===== src/rtl/seq_det_sched.sv =====
// Round-robin scheduler feeding one requester's serial frame at a time into a Moore "11" detector.
// Grant one cycle after IDLE sees req; done pulses one cycle after the last accept or the req drop.
module seq_det_sched (
  input  logic        clk,
  input  logic        resetn,
  input  logic [3:0]  req,
  input  logic [15:0] len,
  input  logic [3:0]  bit_in,
  input  logic [3:0]  bit_valid,
  output logic [3:0]  gnt,
  output logic        bit_ready,
  output logic        done,
  output logic [1:0]  done_id,
  output logic [3:0]  hits,
  output logic        aborted,
  output logic [1:0]  det_state,
  output logic        busy
);

  typedef enum logic [1:0] {IDLE = 2'd0, RUN = 2'd1, DONE = 2'd2} state_t;
  typedef enum logic [1:0] {DET_A = 2'b00, DET_B = 2'b01, DET_C = 2'b11} det_t;

  state_t     state, state_nxt;
  det_t       det, det_nxt, det_step;
  logic [1:0] g, g_nxt;
  logic [1:0] rr_ptr, rr_nxt;
  logic [3:0] cnt, cnt_nxt;
  logic [3:0] hit_cnt, hit_nxt;
  logic       abort_q, abort_nxt;
  logic [1:0] sel;
  logic       sel_vld;
  logic       acc;
  logic       cur_bit;

  // Walk offsets from high to low so the closest requester to rr_ptr wins.
  always_comb begin
    logic [1:0] idx;
    sel     = '0;
    sel_vld = 1'b0;
    idx     = '0;
    for (int i = 3; i >= 0; i--) begin
      idx = rr_ptr + i[1:0];
      if (req[idx]) begin
        sel     = idx;
        sel_vld = 1'b1;
      end
    end
  end

  assign cur_bit = bit_in[g];
  assign acc     = (state == RUN) && bit_valid[g];

  always_comb begin
    det_step = DET_A;
    if (cur_bit) begin
      case (det)
        DET_A:   det_step = DET_B;
        DET_B:   det_step = DET_C;
        DET_C:   det_step = DET_C;
        default: det_step = DET_A;
      endcase
    end
  end

  always_comb begin
    state_nxt = state;
    det_nxt   = det;
    g_nxt     = g;
    rr_nxt    = rr_ptr;
    cnt_nxt   = cnt;
    hit_nxt   = hit_cnt;
    abort_nxt = abort_q;
    case (state)
      IDLE: begin
        if (sel_vld) begin
          g_nxt     = sel;
          cnt_nxt   = len[{sel, 2'b00} +: 4];
          det_nxt   = DET_A;
          hit_nxt   = '0;
          abort_nxt = 1'b0;
          state_nxt = (len[{sel, 2'b00} +: 4] == 4'd0) ? DONE : RUN;
        end
      end
      RUN: begin
        if (acc) begin
          det_nxt = det_step;
          cnt_nxt = cnt - 4'd1;
          if (det_step == DET_C && hit_cnt != 4'hF) hit_nxt = hit_cnt + 4'd1;
        end
        // A bit accepted alongside the req drop still counts above.
        if (!req[g]) begin
          abort_nxt = 1'b1;
          state_nxt = DONE;
        end else if (acc && cnt == 4'd1) begin
          state_nxt = DONE;
        end
      end
      DONE: begin
        state_nxt = IDLE;
        rr_nxt    = g + 2'd1;
      end
      default: state_nxt = IDLE;
    endcase
  end

  always_ff @(posedge clk or negedge resetn) begin
    if (!resetn) begin
      state   <= IDLE;
      det     <= DET_A;
      g       <= '0;
      rr_ptr  <= '0;
      cnt     <= '0;
      hit_cnt <= '0;
      abort_q <= 1'b0;
    end else begin
      state   <= state_nxt;
      det     <= det_nxt;
      g       <= g_nxt;
      rr_ptr  <= rr_nxt;
      cnt     <= cnt_nxt;
      hit_cnt <= hit_nxt;
      abort_q <= abort_nxt;
    end
  end

  assign gnt       = (state == RUN) ? (4'b0001 << g) : 4'b0000;
  assign bit_ready = (state == RUN);
  assign done      = (state == DONE);
  assign done_id   = (state == DONE) ? g : 2'd0;
  assign hits      = (state == DONE) ? hit_cnt : 4'd0;
  assign aborted   = (state == DONE) && abort_q;
  assign det_state = det;
  assign busy      = (state != IDLE);

endmodule


===== config.mk =====
export PLATFORM = sky130hd
export DESIGN_NAME = seq_det_sched
export DESIGN_NICKNAME = d
export VERILOG_FILES = /design/src/rtl/seq_det_sched.sv
export SDC_FILE = /design/constraint.sdc
export NUM_CORES = 1
export LEC_CHECK = 0
export ABC_AREA = 1
export CAP_MARGIN = 20
export CELL_PAD_IN_SITES_DETAIL_PLACEMENT = 1
export CELL_PAD_IN_SITES_GLOBAL_PLACEMENT = 2
export CORE_ASPECT_RATIO = 0.75
export CORE_UTILIZATION = 23
export CTS_BUF_LIST = sky130_fd_sc_hd__clkbuf_2 sky130_fd_sc_hd__clkbuf_4 sky130_fd_sc_hd__clkbuf_8
export CTS_CLUSTER_SIZE = 8
export DETAILED_ROUTE_END_ITERATION = 8
export PLACE_DENSITY_LB_ADDON = 0.1
export SLEW_MARGIN = 20
export SYNTH_ARGS = -nofsm -noshare
export SYNTH_HDL_FRONTEND = slang
export SYNTH_SLANG_ARGS = --single-unit

===== constraint.sdc =====
create_clock -name clk -period 1.5 [get_ports clk]
set_input_delay 0.3 -clock clk [delete_from_list [all_inputs] [get_ports clk]]
set_output_delay 0.3 -clock clk [all_outputs]
set_load 0.02 [all_outputs]

==> results.yml, run 1 <==
flow_run:
  drv_cap: 0
yosys:
  netlist.area_leader.share_pct: 28.6
  synthesis.nets: 261
  synthTopCellsByArea: "sky130_fd_sc_hd__dfrtp_1 (29%), sky130_fd_sc_hd__nand2_1 (12%), sky130_fd_sc_hd__nand3_1 (10%)"
  synth_sequential_area_ratio_pct: 28.6
  postSynthCellCount: 224
  synthMostInstantiatedCell: "sky130_fd_sc_hd__nand2_1"
  yosysTopAreaCell: "sky130_fd_sc_hd__dfrtp_1"
  synth_enable_flop_cells: 0
  synthesis.area_per_instance_um2: 6.64
  netlist_area_um2: 1490
  ys_ff_latch: 17
  synth_commonest_cells: "sky130_fd_sc_hd__nand2_1 (48), sky130_fd_sc_hd__inv_1 (35), sky130_fd_sc_hd__nand3_1 (30)"
  dominantRegCellSynth: "sky130_fd_sc_hd__dfrtp_1"
  synth-async-reset-ratio_pct: 100
  ys_warn_count: 0
  yosys.cell_types.count: 29
clocking:
  clock_latency_on_the_worst_skew_pair_ps: 260
  worst_setup_hold_path_clk_slew_ps: 70
  cts_inserted_buffers: 3
  cts_htree_levels: 1
  cts.hold.buffers_added: 0
  cts_sinks: 17
  ctsLongestPathBuffers: 2
  clk_root_buffer_cell: "sky130_fd_sc_hd__clkbuf_8"
  tritoncts: "done"
timing:
  setup_slack_ps: -406
  rsz0062_at_grt: "true"
  worst_slew_pin_slew_ps: 259
  max-slew-margin-rel_pct: 82.5
  final_setup_violating_endpoints: 20
  slew_viol_final: 0
  timing.final.crit_share_pct: 127
  crit_path_time_final_ps: 1910
  finalClockSkew_ps: 3.40
  max_clock_freq_mhz: 525
  final_hold_viol_count: 0
  fin_setup_tns_ps: -4300
detailed_routing:
  drcViolationCount: 0
  drt_iter0_markers: 37
  avgViaCountPerCell: 4.50
  wire_per_inst_um: 14.3
  vias: 1790
  detail_route.wirelength_mm: 5.68
  dr.pass1.iters: 4
  drt.antenna.violating_nets: 0
worst_setup_path:
  worst-path-buf-inv: 2
  endpoint_kind: "flop"
  timing.critical_path.arrival_ps: 2060
  timing.critical_path.max_delay_family: "simple AND/OR/NAND/NOR gates"
  criticalPathCategory: "reg -> reg"
  crit_path_max_fanout: 7
  crit_path_frequent_cell: "sky130_fd_sc_hd__nand2_4"
  timing.critical_path.cells: "clkinv_4 > nand2_4 > nand2_4 > nand2_4 > nand2_4 > nand2_4 > buf_4 > nand3_4 > nand3b_1 > nand3_1 > nand2_2 > nor2_2 > nand2_2 > nand2_1 > nand2_1"
  critPathLaunchType: "flop"
  cp_slowest_stage_delay_ps: 480
  cp_data_required_time_ps: 1650
  slowest_stage: "sky130_fd_sc_hd__dfrtp_2"
layout:
  area_growth_pct: 90.8
  share_of_final_layout_standard_cells_stronger_than_drive_strength_1_pct: 50.0
  layout.nets: 358
  fraction_of_the_core_area_covered_by_cells_at_the_end_of_the_flow_pct: 47.0
  multi_input_area_um2: 1280
  diodes: 0
  fillers: 754
  seqCellArea_um2: 428
floorplanning:
  die_width_um: 94.9
  ioPinCount: 46
  design.die.area_um2: 6800
  placeableCoreArea_um2: 6040
  start_util_pct: 24.6
  die-height_um: 71.7
  core.rowCount: 24
power_and_ir_drop:
  total_power_divided_by_cell_area_nw_per_um2: 2350
  ir_drop_uv: 679
  design_power_total_mw: 6.66
  total_leakage_power_nw: 1.38
status:
  violations: "negative setup slack"
  outcome: "finished with violations"
placed_design:
  post_dp_hpwl_mm: 4.08
  io_buffer_count: 45
  gpl.final_weighted_congestion: 0.788
grt:
  via_count_of_the_first_global_routing_pass: 1813
  antenna_violations_before_repair: 0
  globalRouteTotalUtil_pct: 16.7
  first_pass_grt_wire_length_mm: 8.71
  globalRouteOverflowTotal: 0
  grt_max_degree: 18
hold_path:
  min_path_type: "in -> async"
per-layer routing:
metal	GRT usage, %	vias up	part of all wire, %	routed length [um]
li1	-	911	-	-
met1	24.3	840	51	2890
met2	25.8	35	45	2560
met3	3.29	4	3.5	197
met4	2.53	0	0.48	27
met5	0	-	0	0
worst paths after layout:
kind                                        from                     end  slack [ps]  depth (start not counted)
hold reg to reg              abort_q$_DFFE_PN0P_     abort_q$_DFFE_PN0P_         530                          2
setup / recovery           rr_ptr[0]$_DFFE_PN0P_    state[0]$_DFFE_PN0P_        -410                         15
max in group asynchronous                 resetn        g[1]$_DFFE_PN0P_         900                          2
setup reg to reg           rr_ptr[0]$_DFFE_PN0P_    state[0]$_DFFE_PN0P_        -410                         15
min in group clk             abort_q$_DFFE_PN0P_     abort_q$_DFFE_PN0P_         530                          2
hold / removal                            resetn  hit_cnt[3]$_DFFE_PN0P_         380                          2
where the power goes:
group          leakage [nW]  internal [mW]  switching, mW
Sequential            0.210          0.665          0.207
Clock                0.0262          0.207          0.174
Combinational          1.14           2.36           3.05
metrics by stage:
step           instance area, um2  instances  hold slack (ps)  setup slack (ps)
6_report                     2840        398              376              -406
2_1_floorplan                1500        224             4.41              -144
3_3_place_gp                 2280        379              509              -669
5_1_grt                      2840        398              413              -529
3_5_place_dp                 2280        379              517              -675
4_1_cts                      2540        391              391              -344
area by class of cell:
type | count | area share, %
multi-input cells | 167 | 45.2
inverters | 41 | 6.74
clock buffers | 4 | 1.72
flip-flops and latches | 17 | 15.1
well taps | 78 | 3.44
repair buffers | 91 | 27.9
kinds of logic (layout without fill, tap and decap cells):
group | Yosys count | in the layout | synth area share [%]
buffers and inverters | 43 | 136 | 11.7
AND/OR/NAND/NOR | 127 | 130 | 41.7
XOR/XNOR | 2 | 2 | 1.18
AO/OA/AOI/OAI | 28 | 28 | 10.9
flip-flops | 17 | 17 | 28.6
adder cells (fa/ha/maj) | 7 | 7 | 5.89
layout by cell type, fill, tap and decap left out, types with 4 or more instances in the layout:
cell type and n:
sky130_fd_sc_hd__buf_4 44, sky130_fd_sc_hd__nand2_1 29, sky130_fd_sc_hd__inv_1 28, sky130_fd_sc_hd__clkdlybuf4s50_1 25
sky130_fd_sc_hd__nand2_2 18, sky130_fd_sc_hd__nand2_4 17, sky130_fd_sc_hd__nand3_1 15, sky130_fd_sc_hd__dfrtp_1 15
sky130_fd_sc_hd__nand3_2 14, sky130_fd_sc_hd__nor2_1 13, sky130_fd_sc_hd__buf_6 10, sky130_fd_sc_hd__nor2_2 7
sky130_fd_sc_hd__o21ai_1 7, sky130_fd_sc_hd__inv_2 6, sky130_fd_sc_hd__dlygate4sd2_1 6, sky130_fd_sc_hd__a21oi_1 5
sky130_fd_sc_hd__ha_1 5, sky130_fd_sc_hd__nor2_4 4, sky130_fd_sc_hd__nand2_8 4, sky130_fd_sc_hd__o21ai_2 4
sky130_fd_sc_hd__buf_2 4
sequential cells by signal (all words and copies together), names as in the netlist:
register and flops:
state 2, det_state 2, cnt 4, hit_cnt 4
abort_q 1, rr_ptr 2, g 2
timing repair:
action,in CTS,in global routing
pin swaps,14,32
setup endpoints to repair,31,28
gates cloned,2,1
resized for setup,129,64
setup buffers,6,8
No activity file was read; power rests on OpenSTA's default activity.
==> inputs of run 2 (changes only) <==
--- a/config.mk
+++ b/config.mk
@@ -14,6 +14,8 @@
 export CTS_BUF_LIST = sky130_fd_sc_hd__clkbuf_2 sky130_fd_sc_hd__clkbuf_4 sky130_fd_sc_hd__clkbuf_8
 export CTS_CLUSTER_SIZE = 8
 export DETAILED_ROUTE_END_ITERATION = 8
+export GPL_TIMING_DRIVEN = 0
+export HOLD_SLACK_MARGIN = 0.15
 export PLACE_DENSITY_LB_ADDON = 0.1
 export SLEW_MARGIN = 20
 export SYNTH_ARGS = -nofsm -noshare
==> results.yml, run 2 (same netlist as run 1, synthesis figures left out) <==
status:
  outcome: "finished with violations"
  violations: "negative setup slack"
grt:
  globalRouteOverflowTotal: 0
  via_count_of_the_first_global_routing_pass: 1710
  first_pass_grt_wire_length_mm: 8.59
  globalRouteTotalUtil_pct: 16.1
  grt_max_degree: 18
  antenna_violations_before_repair: 0
detailed_routing:
  detail_route.wirelength_mm: 5.20
  dr.pass1.iters: 4
  wire_per_inst_um: 13.7
  drt_iter0_markers: 47
  drt.antenna.violating_nets: 0
  drcViolationCount: 0
  vias: 1687
  avgViaCountPerCell: 4.45
placed_design:
  io_buffer_count: 45
  post_dp_hpwl_mm: 3.63
  gpl.final_weighted_congestion: 0.754
  place.detailed.instances: 347
worst_setup_path:
  cp_data_required_time_ps: 1640
  slowest_stage: "sky130_fd_sc_hd__dfrtp_1"
  critPathCapture: "state[0]$_DFFE_PN0P_"
  reg2regPathDepth: 15
  crit_path_max_fanout: 8
  timing.critical_path.arrival_ps: 2000
  critPathLaunchType: "flop"
  worst-path-buf-inv: 4
  criticalPathCategory: "reg -> reg"
  r2r_end: "state[0]$_DFFE_PN0P_"
  worstReg2RegStart: "rr_ptr[0]$_DFFE_PN0P_"
  timing.critical_path.max_delay_family: "simple AND/OR/NAND/NOR gates"
  startpoint: "rr_ptr[0]$_DFFE_PN0P_"
  timing.critical_path.cells: "buf_6 > clkinv_8 > nand2_4 > nand2_4 > nand2_4 > buf_6 > nand4_1 > nand2_4 > buf_6 > nand3_2 > nand2_2 > nor2_2 > nand2_2 > nand2_1 > nand2_1"
  ff2ff_setup_slack_ps: -360
  total_number_of_cells_along_the_worst_setup_path: 15
  endpoint_kind: "flop"
  cp_slowest_stage_delay_ps: 380
  crit_path_frequent_cell: "sky130_fd_sc_hd__nand2_4"
timing:
  final_setup_violating_endpoints: 28
  max-slew-margin-rel_pct: 42.7
  max_clock_freq_mhz: 537
  rsz0062_at_grt: "true"
  setup_slack_ps: -362
  final_hold_viol_count: 0
  timing.final.crit_share_pct: 124
  finalClockSkew_ps: 4.56
  slew_viol_final: 0
  worst_slew_pin_slew_ps: 857
  crit_path_time_final_ps: 1860
floorplanning:
  start_util_pct: 24.6
  design.die.area_um2: 6800
  die_width_um: 94.9
  core.rowCount: 24
  die-height_um: 71.7
  placeableCoreArea_um2: 6040
  ioPinCount: 46
power_and_ir_drop:
  seq_power_share_pct: 14.4
  ir_drop_uv: 658
  total_power_divided_by_cell_area_nw_per_um2: 2240
  total_leakage_power_nw: 1.24
  power_switching_mw: 3.10
  clock_power_share_pct: 6.4
  pwr-share-comb_pct: 79.2
  design_power_total_mw: 5.94
  internal_power_mw: 2.84
  netSwitchingFraction_pct: 52.3
layout:
  layout.cells.most_common: "sky130_fd_sc_hd__nand2_1"
  layout.cells.most_common_list: "sky130_fd_sc_hd__nand2_1 (34), sky130_fd_sc_hd__inv_1 (27), sky130_fd_sc_hd__clkdlybuf4s50_1 (25)"
  seqCellArea_um2: 429
  biggestRegsByFlops: "cnt (4), hit_cnt (4)"
  area_growth_pct: 77.9
  final_cell_count_no_fill: 379
  share_of_final_layout_standard_cells_stronger_than_drive_strength_1_pct: 43.5
  fillers: 732
  layout.nets: 339
  diodes: 0
  multi_input_area_um2: 1180
clocking:
  tritoncts: "done"
  clock_latency_on_the_worst_skew_pair_ps: 260
  clk_root_buffer_cell: "sky130_fd_sc_hd__clkbuf_8"
  cts_htree_levels: 1
  ctsLongestPathBuffers: 2
  cts_inserted_buffers: 3
  cts_sinks: 17
  cts.hold.buffers_added: 0
  worst_setup_hold_path_clk_slew_ps: 70
hold_path:
  min_path_type: "reg -> reg"
flow_run:
  drv_cap: 0
run 2: metal layers:
metal	GRT usage [%]	vias to the layer above	part of all wire (%)
met5	0	-	0
met4	1.85	0	0.29
met3	3.18	2	4.9
met2	24.9	36	45
met1	23.8	779	50
li1	-	870	-
run 2: per-stage QoR:
| step | hold WS [ps] | util, % | setup WS (ps) | area (um2) | TNS (ps) |
|---|---|---|---|---|---|
| 5_1_grt | 556 | 43.8 | -512 | 2650 | -7720 |
| 6_report | 523 | 43.8 | -362 | 2650 | -4760 |
| 4_1_cts | 528 | 40.5 | -411 | 2450 | -4250 |
| 3_5_place_dp | 515 | 33.9 | -796 | 2040 | -15140 |
| 2_1_floorplan | 4.41 | - | -144 | 1500 | -541 |
| 3_3_place_gp | 508 | 33.9 | -788 | 2040 | -14820 |
run 2: timing repair:
item	CTS	global route
pin swaps	20	16
gates resized for setup	138	45
gates cloned	2	0
buffers inserted	20	6
endpoints found under the setup margin	31	29
run 2: worst min path at each step:
stage	start	to	slack (ps)	cells after the start
4_1_cts	det_state[1]$_DFFE_PN0P_	det_state[1]$_DFFE_PN0P_	530	2
2_1_floorplan	resetn	abort_q$_DFFE_PN0P_	4	0
5_1_grt	det_state[1]$_DFFE_PN0P_	det_state[1]$_DFFE_PN0P_	560	2
6_report	det_state[1]$_DFFE_PN0P_	det_state[1]$_DFFE_PN0P_	520	2
3_3_place_gp	det_state[1]$_DFFE_PN0P_	det_state[1]$_DFFE_PN0P_	510	2
3_5_place_dp	det_state[1]$_DFFE_PN0P_	det_state[1]$_DFFE_PN0P_	510	2
run 2: layout make-up:
| cell class | instances | area share (%) |
|---|---|---|
| plain buffers | 2 | 0.709 |
| clock buffers | 4 | 1.84 |
| repair buffers | 71 | 25.5 |
| multi-input cells | 166 | 44.7 |
| inverters | 41 | 7.33 |
| well taps | 78 | 3.69 |
| flip-flops and latches | 17 | 16.2 |
run 2: power groups by stage:
stage	sequential [mW]	clock, mW	combinational [mW]
floorplan	0.830	0	2.13
global placement	0.844	0	3.05
detailed placement	0.842	0	3.08
CTS	0.847	0.392	3.99
global route	0.881	0.409	5.18
finish	0.855	0.377	4.71
run 2: worst register-to-register path: stages (launching register included):
cell	delay, ps
sky130_fd_sc_hd__dfrtp_1	380
sky130_fd_sc_hd__buf_6	150
sky130_fd_sc_hd__clkinv_8	70
sky130_fd_sc_hd__nand2_4	40
sky130_fd_sc_hd__nand2_4	90
sky130_fd_sc_hd__nand2_4	70
sky130_fd_sc_hd__buf_6	110
sky130_fd_sc_hd__nand4_1	150
sky130_fd_sc_hd__nand2_4	130
sky130_fd_sc_hd__buf_6	140
sky130_fd_sc_hd__nand3_2	70
sky130_fd_sc_hd__nand2_2	60
sky130_fd_sc_hd__nor2_2	110
sky130_fd_sc_hd__nand2_2	70
sky130_fd_sc_hd__nand2_1	60
sky130_fd_sc_hd__nand2_1	40
==> inputs of run 3 (changes only) <==
--- a/config.mk
+++ b/config.mk
@@ -10,13 +10,13 @@
 export CELL_PAD_IN_SITES_DETAIL_PLACEMENT = 1
 export CELL_PAD_IN_SITES_GLOBAL_PLACEMENT = 2
 export CORE_ASPECT_RATIO = 0.75
-export CORE_UTILIZATION = 23
+export CORE_UTILIZATION = 27
 export CTS_BUF_LIST = sky130_fd_sc_hd__clkbuf_2 sky130_fd_sc_hd__clkbuf_4 sky130_fd_sc_hd__clkbuf_8
 export CTS_CLUSTER_SIZE = 8
 export DETAILED_ROUTE_END_ITERATION = 8
 export GPL_TIMING_DRIVEN = 0
 export HOLD_SLACK_MARGIN = 0.15
-export PLACE_DENSITY_LB_ADDON = 0.1
+export PLACE_DENSITY_LB_ADDON = 0.15
 export SLEW_MARGIN = 20
 export SYNTH_ARGS = -nofsm -noshare
 export SYNTH_HDL_FRONTEND = slang
==> constraint.sdc (replaced) <==
create_clock -name clk -period 2.3 [get_ports clk]
set_input_delay 0.46 -clock clk [delete_from_list [all_inputs] [get_ports clk]]
set_output_delay 0.46 -clock clk [all_outputs]
set_load 0.02 [all_outputs]
==> results.yml, run 3 (same netlist as run 1, synthesis figures left out) <==
worst_setup_path:
  critPathLaunchType: "primary input"
  timing.critical_path.cells: "clkdlybuf4s50_1 > nand2_1 > and2_4 > nand2_2 > nand3_4 > nand2_4 > nand2_1 > nand3_1 > nand2_1 > nor2_1 > nand2_1 > nand2_1 > nand2_1"
  crit_path_frequent_cell: "sky130_fd_sc_hd__nand2_1"
  slowest_stage: "sky130_fd_sc_hd__clkdlybuf4s50_1"
  timing.critical_path.arrival_ps: 2200
  worstReg2RegStart: "rr_ptr[0]$_DFFE_PN0P_"
  reg2regPathDepth: 17
  critPathCapture: "state[0]$_DFFE_PN0P_"
  crit_path_max_fanout: 9
  cp_slowest_stage_delay_ps: 530
  cp_data_required_time_ps: 2440
  ff2ff_setup_slack_ps: 430
  endpoint_kind: "flop"
  startpoint: "req[1]"
  r2r_end: "state[0]$_DFFE_PN0P_"
  criticalPathCategory: "in -> reg"
grt:
  globalRouteTotalUtil_pct: 17.2
  grt_max_degree: 18
  via_count_of_the_first_global_routing_pass: 1583
  globalRouteOverflowTotal: 0
  first_pass_grt_wire_length_mm: 7.75
  antenna_violations_before_repair: 0
timing:
  rsz0062_at_grt: "false"
  worst_slew_pin_slew_ps: 872
  max-slew-margin-rel_pct: 41.7
  slew_viol_final: 0
  setup_slack_ps: 239
  final_setup_violating_endpoints: 0
  finalClockSkew_ps: 4.63
  timing.final.crit_share_pct: 89.6
  crit_path_time_final_ps: 2060
  max_clock_freq_mhz: 485
  final_hold_viol_count: 0
power_and_ir_drop:
  power_switching_mw: 1.49
  seq_power_share_pct: 20.0
  ir_drop_uv: 537
  pwr-share-comb_pct: 71.5
  total_leakage_power_nw: 1.20
  total_power_divided_by_cell_area_nw_per_um2: 1300
  internal_power_mw: 1.26
  netSwitchingFraction_pct: 54.0
  clock_power_share_pct: 8.5
placed_design:
  gpl.final_weighted_congestion: 0.710
  io_buffer_count: 45
  place.detailed.instances: 344
  place_area_um2: 2030
  pre_cts_setup_slack_ps: -144
  post_dp_hpwl_mm: 3.62
floorplanning:
  start_util_pct: 27.9
  placeableCoreArea_um2: 5320
  die-height_um: 66.3
  core.rowCount: 23
  die_width_um: 87.7
  ioPinCount: 46
  design.die.area_um2: 5810
layout:
  layout.cells.most_common: "sky130_fd_sc_hd__nand2_1"
  layout.nets: 311
  share_of_final_layout_standard_cells_stronger_than_drive_strength_1_pct: 15.0
  layout.cells.most_common_list: "sky130_fd_sc_hd__nand2_1 (47), sky130_fd_sc_hd__clkdlybuf4s50_1 (33), sky130_fd_sc_hd__inv_1 (32)"
  diodes: 0
  fillers: 687
  area_growth_pct: 42.7
  seqCellArea_um2: 427
  stdcell_area_um2: 2120
  biggestRegsByFlops: "cnt (4), hit_cnt (4)"
  final_cell_count_no_fill: 348
  multi_input_area_um2: 901
hold_path:
  min_path_type: "reg -> reg"
clocking:
  worst_setup_hold_path_clk_slew_ps: 70
  cts_inserted_buffers: 3
  cts_htree_levels: 1
  ctsResizeCount: 11
  post_cts_buffers: 0
  cts.hold.buffers_added: 0
  clock_latency_on_the_worst_skew_pair_ps: 260
  cts_sinks: 17
  ctsLongestPathBuffers: 2
  clk_root_buffer_cell: "sky130_fd_sc_hd__clkbuf_8"
  tritoncts: "done"
detailed_routing:
  detail_route.wirelength_mm: 4.56
  vias: 1546
  avgViaCountPerCell: 4.44
  drcViolationCount: 0
  drt_iter0_markers: 32
  wire_per_inst_um: 13.1
  dr.pass1.iters: 4
  drt.antenna.violating_nets: 0
flow_run:
  drv_cap: 0
status:
  outcome: "complete, no violations"
==> run 3: cell count changes in the layout (fill, tap and decap cells not counted), moves of 9 or more <==
cell and delta:
sky130_fd_sc_hd__buf_4 -20, sky130_fd_sc_hd__buf_6 -17, sky130_fd_sc_hd__nand3_2 -10, sky130_fd_sc_hd__nor2_4 -10
sky130_fd_sc_hd__nand2_1 +13, sky130_fd_sc_hd__nor2_1 +13, sky130_fd_sc_hd__dlymetal6s2s_1 +11, sky130_fd_sc_hd__nand3_1 +10
sky130_fd_sc_hd__nand2_4 -9
==> run 3: worst min-delay path by stage <==
stage	start	to	cells after the start
6_report	det_state[1]$_DFFE_PN0P_	det_state[1]$_DFFE_PN0P_	2
5_1_grt	det_state[1]$_DFFE_PN0P_	det_state[1]$_DFFE_PN0P_	2
4_1_cts	det_state[1]$_DFFE_PN0P_	det_state[1]$_DFFE_PN0P_	2
3_5_place_dp	det_state[1]$_DFFE_PN0P_	det_state[1]$_DFFE_PN0P_	2
3_3_place_gp	det_state[1]$_DFFE_PN0P_	det_state[1]$_DFFE_PN0P_	2
2_1_floorplan	resetn	abort_q$_DFFE_PN0P_	0
==> run 3: layout make-up <==
type / instances / area share (%)
Clock buffer: 3 / 1.94
Clock inverter: 1 / 0.236
Sequential cell: 17 / 20.1
Tap cell: 75 / 4.42
Inverter: 41 / 7.54
Timing Repair Buffer: 45 / 22.5
Buffer: 2 / 0.884
Multi-Input combinational cell: 164 / 42.4
==> run 3: per-stage QoR <==
stage	util (%)	hold WS [ps]	TNS, ps	power (mW)
after floorplan	-	164	0	1.91
after global placement	38.2	495	-295	2.49
after detailed placement	38.2	502	-454	2.52
after CTS	39.3	521	0	2.80
after global routing	39.9	580	0	3.05
final	39.9	517	0	2.75
==> run 3: critical path: cells and delay by family <==
family / cells / cell delay (ps)
AND/OR/NAND/NOR: 12 / 1210
buffers and inverters: 1 / 530
==> run 3: power by group through the flow <==
stage | sequential (mW) | combinational (mW) | clock [mW]
after floorplan | 0.540 | 1.37 | 0
after global placement | 0.544 | 1.94 | 0
after detailed placement | 0.548 | 1.98 | 0
after CTS | 0.553 | 2.01 | 0.244
after global routing | 0.574 | 2.22 | 0.257
final | 0.551 | 1.97 | 0.234
==> run 3: routing by layer <==
layer	up-vias	routed length, um	global-route usage (%)
met5	-	0	0
li1	808	-	-
met4	0	13	1.84
met1	706	2420	24.5
met2	30	1970	27.7
met3	2	160	3.00
